**src/rtl/servo_frame_scheduler.sv**
```systemverilog
// Servo PWM frame scheduler: shared prescaled frame counter, shadow/active pulse widths, bank start/stop sequencing.
// Optional build macro SERVO_SCHED_STAGGER_EN offsets channel i's pulse by i*STAGGER_TICKS inside the frame.
module servo_frame_scheduler #(
  parameter int NUM_CHANNELS        = 4,
  parameter int CHANNEL_INDEX_WIDTH = 2,
  parameter int TICK_DIVIDER        = 50,
  parameter int FRAME_TICKS         = 20000,
  parameter int WIDTH_BITS          = 15,
  parameter int MIN_PULSE           = 1000,
  parameter int MAX_PULSE           = 2000,
  parameter int DEFAULT_PULSE       = 1500,
  parameter int STAGGER_TICKS       = 2500
) (
  input  logic                           SCHED_CLOCK,
  input  logic                           SCHED_RESET_N,
  input  logic                           SCHED_ENABLE,
  input  logic                           WR_VALID,
  output logic                           WR_READY,
  input  logic [CHANNEL_INDEX_WIDTH-1:0] WR_CHANNEL,
  input  logic [WIDTH_BITS-1:0]          WR_WIDTH,
  output logic                           WR_ERROR,
  output logic [NUM_CHANNELS-1:0]        PWM_OUT,
  output logic                           FRAME_START,
  output logic [WIDTH_BITS-1:0]          FRAME_COUNT,
  output logic                           BUSY
);
  // state | meaning
  // IDLE  | bank stopped, counters held at 0, PWM low
  // ALIGN | one-cycle commit of shadow widths ahead of the first frame
  // RUN   | frames running, shadow committed at every frame wrap
  // DRAIN | current frame finishes, then IDLE with no commit
  typedef enum logic [1:0] {IDLE, ALIGN, RUN, DRAIN} state_t;

  localparam int PW = (TICK_DIVIDER > 1) ? $clog2(TICK_DIVIDER) : 1;

  state_t                  state;
  logic [PW-1:0]           prescale;
  logic [WIDTH_BITS-1:0]   frame_count;
  logic [WIDTH_BITS-1:0]   shadow [NUM_CHANNELS];
  logic [WIDTH_BITS-1:0]   active [NUM_CHANNELS];
  logic                    ready_q;
  logic                    error_q;
  logic                    frame_start_q;
  logic [NUM_CHANNELS-1:0] pwm_q;
  logic [NUM_CHANNELS-1:0] pwm_next;
  logic                    running;
  logic                    tick;
  logic                    wrap;
  logic                    commit;
  logic                    accept;
  logic                    chan_ok;
  logic [WIDTH_BITS-1:0]   width_clamped;

  if (STAGGER_TICKS < 0 || MIN_PULSE > MAX_PULSE || DEFAULT_PULSE < MIN_PULSE ||
      DEFAULT_PULSE > MAX_PULSE || MAX_PULSE >= FRAME_TICKS) begin : g_param_check
    $error("servo_frame_scheduler: inconsistent pulse/frame parameters");
  end

`ifdef SERVO_SCHED_STAGGER_EN
  if ((NUM_CHANNELS - 1) * STAGGER_TICKS + MAX_PULSE > FRAME_TICKS) begin : g_stagger_fit
    $error("servo_frame_scheduler: staggered pulses do not fit in one frame");
  end
`endif

  assign running = (state == RUN) || (state == DRAIN);
  assign tick    = running && (prescale == PW'(TICK_DIVIDER - 1));
  assign wrap    = tick && (frame_count == WIDTH_BITS'(FRAME_TICKS - 1));
  // A wrap in DRAIN ends the bank without committing, so it does not stall writes.
  assign commit  = (state == ALIGN) || ((state == RUN) && wrap);

  assign WR_READY = ready_q && !commit;
  assign accept   = WR_VALID && WR_READY;
  assign chan_ok  = {1'b0, WR_CHANNEL} < (CHANNEL_INDEX_WIDTH + 1)'(NUM_CHANNELS);

  always_comb begin
    width_clamped = WR_WIDTH;
    if (WR_WIDTH < WIDTH_BITS'(MIN_PULSE))
      width_clamped = WIDTH_BITS'(MIN_PULSE);
    else if (WR_WIDTH > WIDTH_BITS'(MAX_PULSE))
      width_clamped = WIDTH_BITS'(MAX_PULSE);
  end

  for (genvar i = 0; i < NUM_CHANNELS; i++) begin : g_pwm
`ifdef SERVO_SCHED_STAGGER_EN
    localparam logic [WIDTH_BITS:0] OFS = (WIDTH_BITS + 1)'((i * STAGGER_TICKS) % FRAME_TICKS);
    localparam logic [WIDTH_BITS:0] FT  = (WIDTH_BITS + 1)'(FRAME_TICKS);
    logic [WIDTH_BITS:0] fc_ext;
    logic [WIDTH_BITS:0] phase;
    assign fc_ext      = {1'b0, frame_count};
    assign phase       = (fc_ext >= OFS) ? (fc_ext - OFS) : (fc_ext + FT - OFS);
    assign pwm_next[i] = phase < {1'b0, active[i]};
`else
    assign pwm_next[i] = frame_count < active[i];
`endif
  end

  always_ff @(posedge SCHED_CLOCK) begin
    if (!SCHED_RESET_N) begin
      state         <= IDLE;
      prescale      <= '0;
      frame_count   <= '0;
      ready_q       <= 1'b0;
      error_q       <= 1'b0;
      frame_start_q <= 1'b0;
      pwm_q         <= '0;
      for (int i = 0; i < NUM_CHANNELS; i++) begin
        shadow[i] <= WIDTH_BITS'(DEFAULT_PULSE);
        active[i] <= WIDTH_BITS'(DEFAULT_PULSE);
      end
    end else begin
      ready_q       <= 1'b1;
      error_q       <= accept && !chan_ok;
      frame_start_q <= commit;
      pwm_q         <= running ? pwm_next : '0;

      if (accept && chan_ok)
        shadow[WR_CHANNEL] <= width_clamped;
      if (commit)
        for (int i = 0; i < NUM_CHANNELS; i++) active[i] <= shadow[i];

      case (state)
        IDLE: begin
          prescale    <= '0;
          frame_count <= '0;
          if (SCHED_ENABLE) state <= ALIGN;
        end
        ALIGN: begin
          prescale    <= '0;
          frame_count <= '0;
          state       <= RUN;
        end
        RUN, DRAIN: begin
          if (tick) begin
            prescale    <= '0;
            frame_count <= wrap ? '0 : frame_count + 1'b1;
          end else begin
            prescale <= prescale + 1'b1;
          end
          if (state == RUN) begin
            if (!SCHED_ENABLE) state <= DRAIN;
          end else if (SCHED_ENABLE) begin
            state <= RUN;
          end else if (wrap) begin
            state <= IDLE;
          end
        end
        default: state <= IDLE;
      endcase
    end
  end

  assign PWM_OUT     = pwm_q;
  assign FRAME_START = frame_start_q;
  assign WR_ERROR    = error_q;
  assign FRAME_COUNT = frame_count;
  assign BUSY        = (state != IDLE);

endmodule

```
**config.mk**
```make
export PLATFORM = sky130hd
export DESIGN_NAME = servo_frame_scheduler
export DESIGN_NICKNAME = d
export VERILOG_FILES = /design/src/rtl/servo_frame_scheduler.sv
export SDC_FILE = /design/constraint.sdc
export NUM_CORES = 1
export LEC_CHECK = 0
export BUFFER_PORTS_ARGS = -buffer_cell sky130_fd_sc_hd__buf_2
export CAP_MARGIN = 10
export CORE_MARGIN = 5
export CORE_UTILIZATION = 50
export DETAILED_ROUTE_END_ITERATION = 8
export PLACE_DENSITY = 0.79
export SYNTH_ARGS = -nofsm -noshare
export SYNTH_HDL_FRONTEND = slang
export SYNTH_SLANG_ARGS = --single-unit
export TNS_END_PERCENT = 50
```
**constraint.sdc**
```tcl
create_clock -name SCHED_CLOCK -period 8.79 [get_ports SCHED_CLOCK]
set_clock_uncertainty 0.1 [all_clocks]
set_input_delay 2.637 -clock SCHED_CLOCK [delete_from_list [all_inputs] [get_ports SCHED_CLOCK]]
set_output_delay 2.637 -clock SCHED_CLOCK [all_outputs]
set_load 0.02 [all_outputs]
```
==> results by group <==
Setup path
  • CP Max Fanout: 11
  • Reg2reg path depth: 5
  • CP endpoint kind: output pin
  • Critical path's slowest cell: or4b_1
  • CP cell instances: or4b_1, or4_4, or3_1, and3_1, buf_2
  • Worst Path Required: between 6 and 7 ns
  • CP Class: register to output pin
  • Critical Path Source Type: register
  • Worst path arrival time: 2.84 ns
  • Crit-path max cell delay: just over 0.6 ns
  • Reg-to-Reg Start: FRAME_COUNT[5]
  • R2R Setup Slk: 5.35 ns
  • Worst R2R End: active[3][10]

Clock tree
  • TritonCTS clock tree: done
  • CTS buffer count: 17
  • Hold_buf cts: 0
  • Post-CTS setup repair buffer count: 0
  • Reg clk slew, reported paths: 0.06 ns
  • Clock Latency Late Sink: 0.42 ns
  • H-tree Lvls: 4
  • CTS resizes: 0
  • Clk root buf: clkbuf_16
  • Clock Tree Buf Depth: 2
  • # clock sinks: 149

Final layout
  • Nets@finish: 773
  • Share of cells above drive strength 1: 10.76%
  • Area delta synth->final: 13.71%
  • Fin cells: approximately 900
  • Antenna Cells: 0

Route
  • Routed wire length: 15690 um
  • ANT nets after route: 0
  • Vias: around 5000
  • Pre-Repair DR Iteration Count: 5
  • Residual DRC: 0
  • WL per Instance: 17.71 um
  • Vias per cell: ~5.6
  • Starting DRT DRC Count: 464

Pwr
  • Lkg Pwr: roughly 3.5 nW
  • Power Density: 191.1 nW/um^2
  • Peak supply drop: ~0.16 mV

Yosys
  • Post-synthesis cell count: 630
  • Seq/Total Area, Yosys: 58.32%
  • Fraction of registers with async set/reset: 0%
  • EDFF count, synth: 120
  • Yosys reg bits: around 150
  • Synth Flop Type: edfxtp_1
  • Post-Syn Area per Cell: 11.39 um^2
  • Netlist cell types: between 50 and 60
  • Yosys warns: 0
  • Post-Syn Area: 7174 um^2

Placed design
  • Port bufs: 42
  • HPWL after DPL: around 11000 um
  • Gpl congestion: 0.9404
  • Inst Count DP: 854

Floorplanning
  • Die area: around 17000 um^2
  • Total core area: 13990 um^2
  • Initial core utilization: 51.29%
  • Ports: 44
  • Rows: 43
  • DIE WIDTH: 129.8 um
  • Die Ht: 129.8 um

STA
  • Tightest Pin Transition: 1.198 ns
  • Fmax achieved: 0.1795 GHz
  • Unrepaired setup endpoints after global routing: false
  • Final Cycle Share: between 60 and 70%
  • Worst slew margin: 19.52%
  • Setup violations, final: 0
  • Hold Vio Cnt, Final: 0
  • TNS Setup: 0 ns
  • Fin crit period: 5.572 ns
  • Slew Limit Fails: 0

Global route
  • GRT Total Usage: 19.77%
  • Vias in the first global route: 4964
  • Global-route wire length before repair: 24980 um
  • Largest net degree at the start of global routing: 61
  • Initial antenna violation count: 0
  • GR Overflow Total: 0

Min path
  • Hold Path End: prescale[0]
  • Hold Crit Class: register to register
  • Cells on Worst Hold Path: 1
  • Hold wc startpoint: prescale[0]

Run
  • Max-cap viol count: 0

Outcome
  • Outcome: completed
[sequential cells by signal, summed over array words and instances (netlist names)]
register,flops
active,60
shadow,60
FRAME_COUNT,15
prescale,6
PWM_OUT,4
state,2
FRAME_START,1
ready_q,1
[layer usage]
metal / global-route usage, % / part of all wire (%) / vias to the layer above
met2: 32.82 / 48 / 241
met1: 24.91 / 42 / 2330
met4: 9.230 / 2.6 / 0
met3: 4.134 / 6.5 / 44
li1: - / - / 2370
met5: 0 / 0 / -
[layout by cell type, fill, tap and decap left out, drive strengths merged, types with 5 or more instances in the layout]
master / instances
a21o: 9
nor2: 46
nand3: 21
o21ai: 21
buf: 46
nand2: 55
dfxtp: 29
or3: 7
inv: 60
nand4: 6
conb: 17
clkbuf: 26
and2: 6
edfxtp: 120
xor2: 5
and3: 39
ha: 59
nor3: 13
a21oi: 25
nand2b: 36
[final cells by class]
class	instances	area, um^2
fillers	1159	5831
flip-flops and latches	149	4184
multi-input cells	419	2741
clock buffers	26	459.2
repair buffers	46	240.2
inverters	60	225.2
well taps	180	225.2
clock inverters	6	82.58
[through the flow]
stage | setup WS, ns | utilization [%] | instance area, um^2 | hold WS, ns | power (mW)
global placement | 3.707 | 54.45 | 7616 | 0.3436 | 0.8925
finish | 3.218 | 58.32 | 8158 | 0.3675 | 1.559
CTS | 3.214 | 58.32 | 8158 | 0.3731 | 1.568
global route | 3.168 | 58.32 | 8158 | 0.4142 | 1.609
detailed placement | 3.691 | 54.45 | 7616 | 0.3590 | 0.8978
floorplan | 3.363 | - | 7234 | 0.3334 | 0.8675
[worst max-delay path by stage]
stage	startpoint	to	cells past startpoint
CTS	FRAME_COUNT[5]	WR_READY	5
finish	FRAME_COUNT[5]	WR_READY	5
global route	FRAME_COUNT[5]	WR_READY	5
detailed placement	FRAME_COUNT[5]	WR_READY	5
floorplan	SCHED_RESET_N	active[0][0]	3
global placement	FRAME_COUNT[5]	WR_READY	5
[cells in the mapped netlist, drive strengths merged (2+ instances only)]
| cell | count | area (um^2) |
|---|---|---|
| a221oi | 3 | 26.28 |
| nor2b | 3 | 18.77 |
| xnor2 | 2 | 17.52 |
| buf | 4 | 35.03 |
| inv | 60 | 225.2 |
| o221ai | 4 | 35.03 |
| nor3b | 2 | 15.01 |
| a22o | 4 | 35.03 |
| nor2 | 46 | 172.7 |
| nor4 | 2 | 18.77 |
| a21o | 9 | 67.56 |
| nand3b | 2 | 15.01 |
| nand2 | 55 | 206.5 |
| clkbuf | 14 | 53.80 |
| or3 | 7 | 43.79 |
| xor2 | 5 | 43.79 |
| a21oi | 25 | 125.1 |
| nand2b | 36 | 225.2 |
| or4 | 4 | 33.78 |
| a211o | 4 | 35.03 |
| or2 | 3 | 18.77 |
| and4 | 2 | 17.52 |
| o21a | 3 | 22.52 |
| a31oi | 4 | 25.02 |
| ha | 59 | 738.2 |
| o21ai | 21 | 105.1 |
| nand4 | 6 | 37.54 |
| nor3 | 13 | 65.06 |
| dfxtp | 29 | 580.6 |
| and2 | 6 | 37.54 |
| and3 | 39 | 244.0 |
| edfxtp | 120 | 3603 |
| nand3 | 21 | 105.1 |
[power by group]
group | internal, mW | switching [mW]
clock network | 0.416 | 0.259
registers | 0.791 | 0.00877
logic | 0.0254 | 0.0593
total | 1.23 | 0.327
[kinds of logic (layout without fill, tap and decap cells)]
group / Yosys count / after routing / share of synthesized area [%]
buffers and inverters: 78 / 138 / 4.377
DFF: 149 / 149 / 58.32
xor gates and xnor gates: 7 / 7 / 0.8546
other: 1 / 17 / 0.05227
and+or+nand+nor: 251 / 251 / 18.29
adders and majority gates: 59 / 59 / 10.29
AOI/OAI and AO/OA: 85 / 85 / 7.813
[critical path: cells and delay by family, from the launching register on]
kind,cells,cell delay (ns)
buf+inv,1,0.15
simple gates,4,1.83
flops,1,0.43
Power figures use the tool's default switching activity.
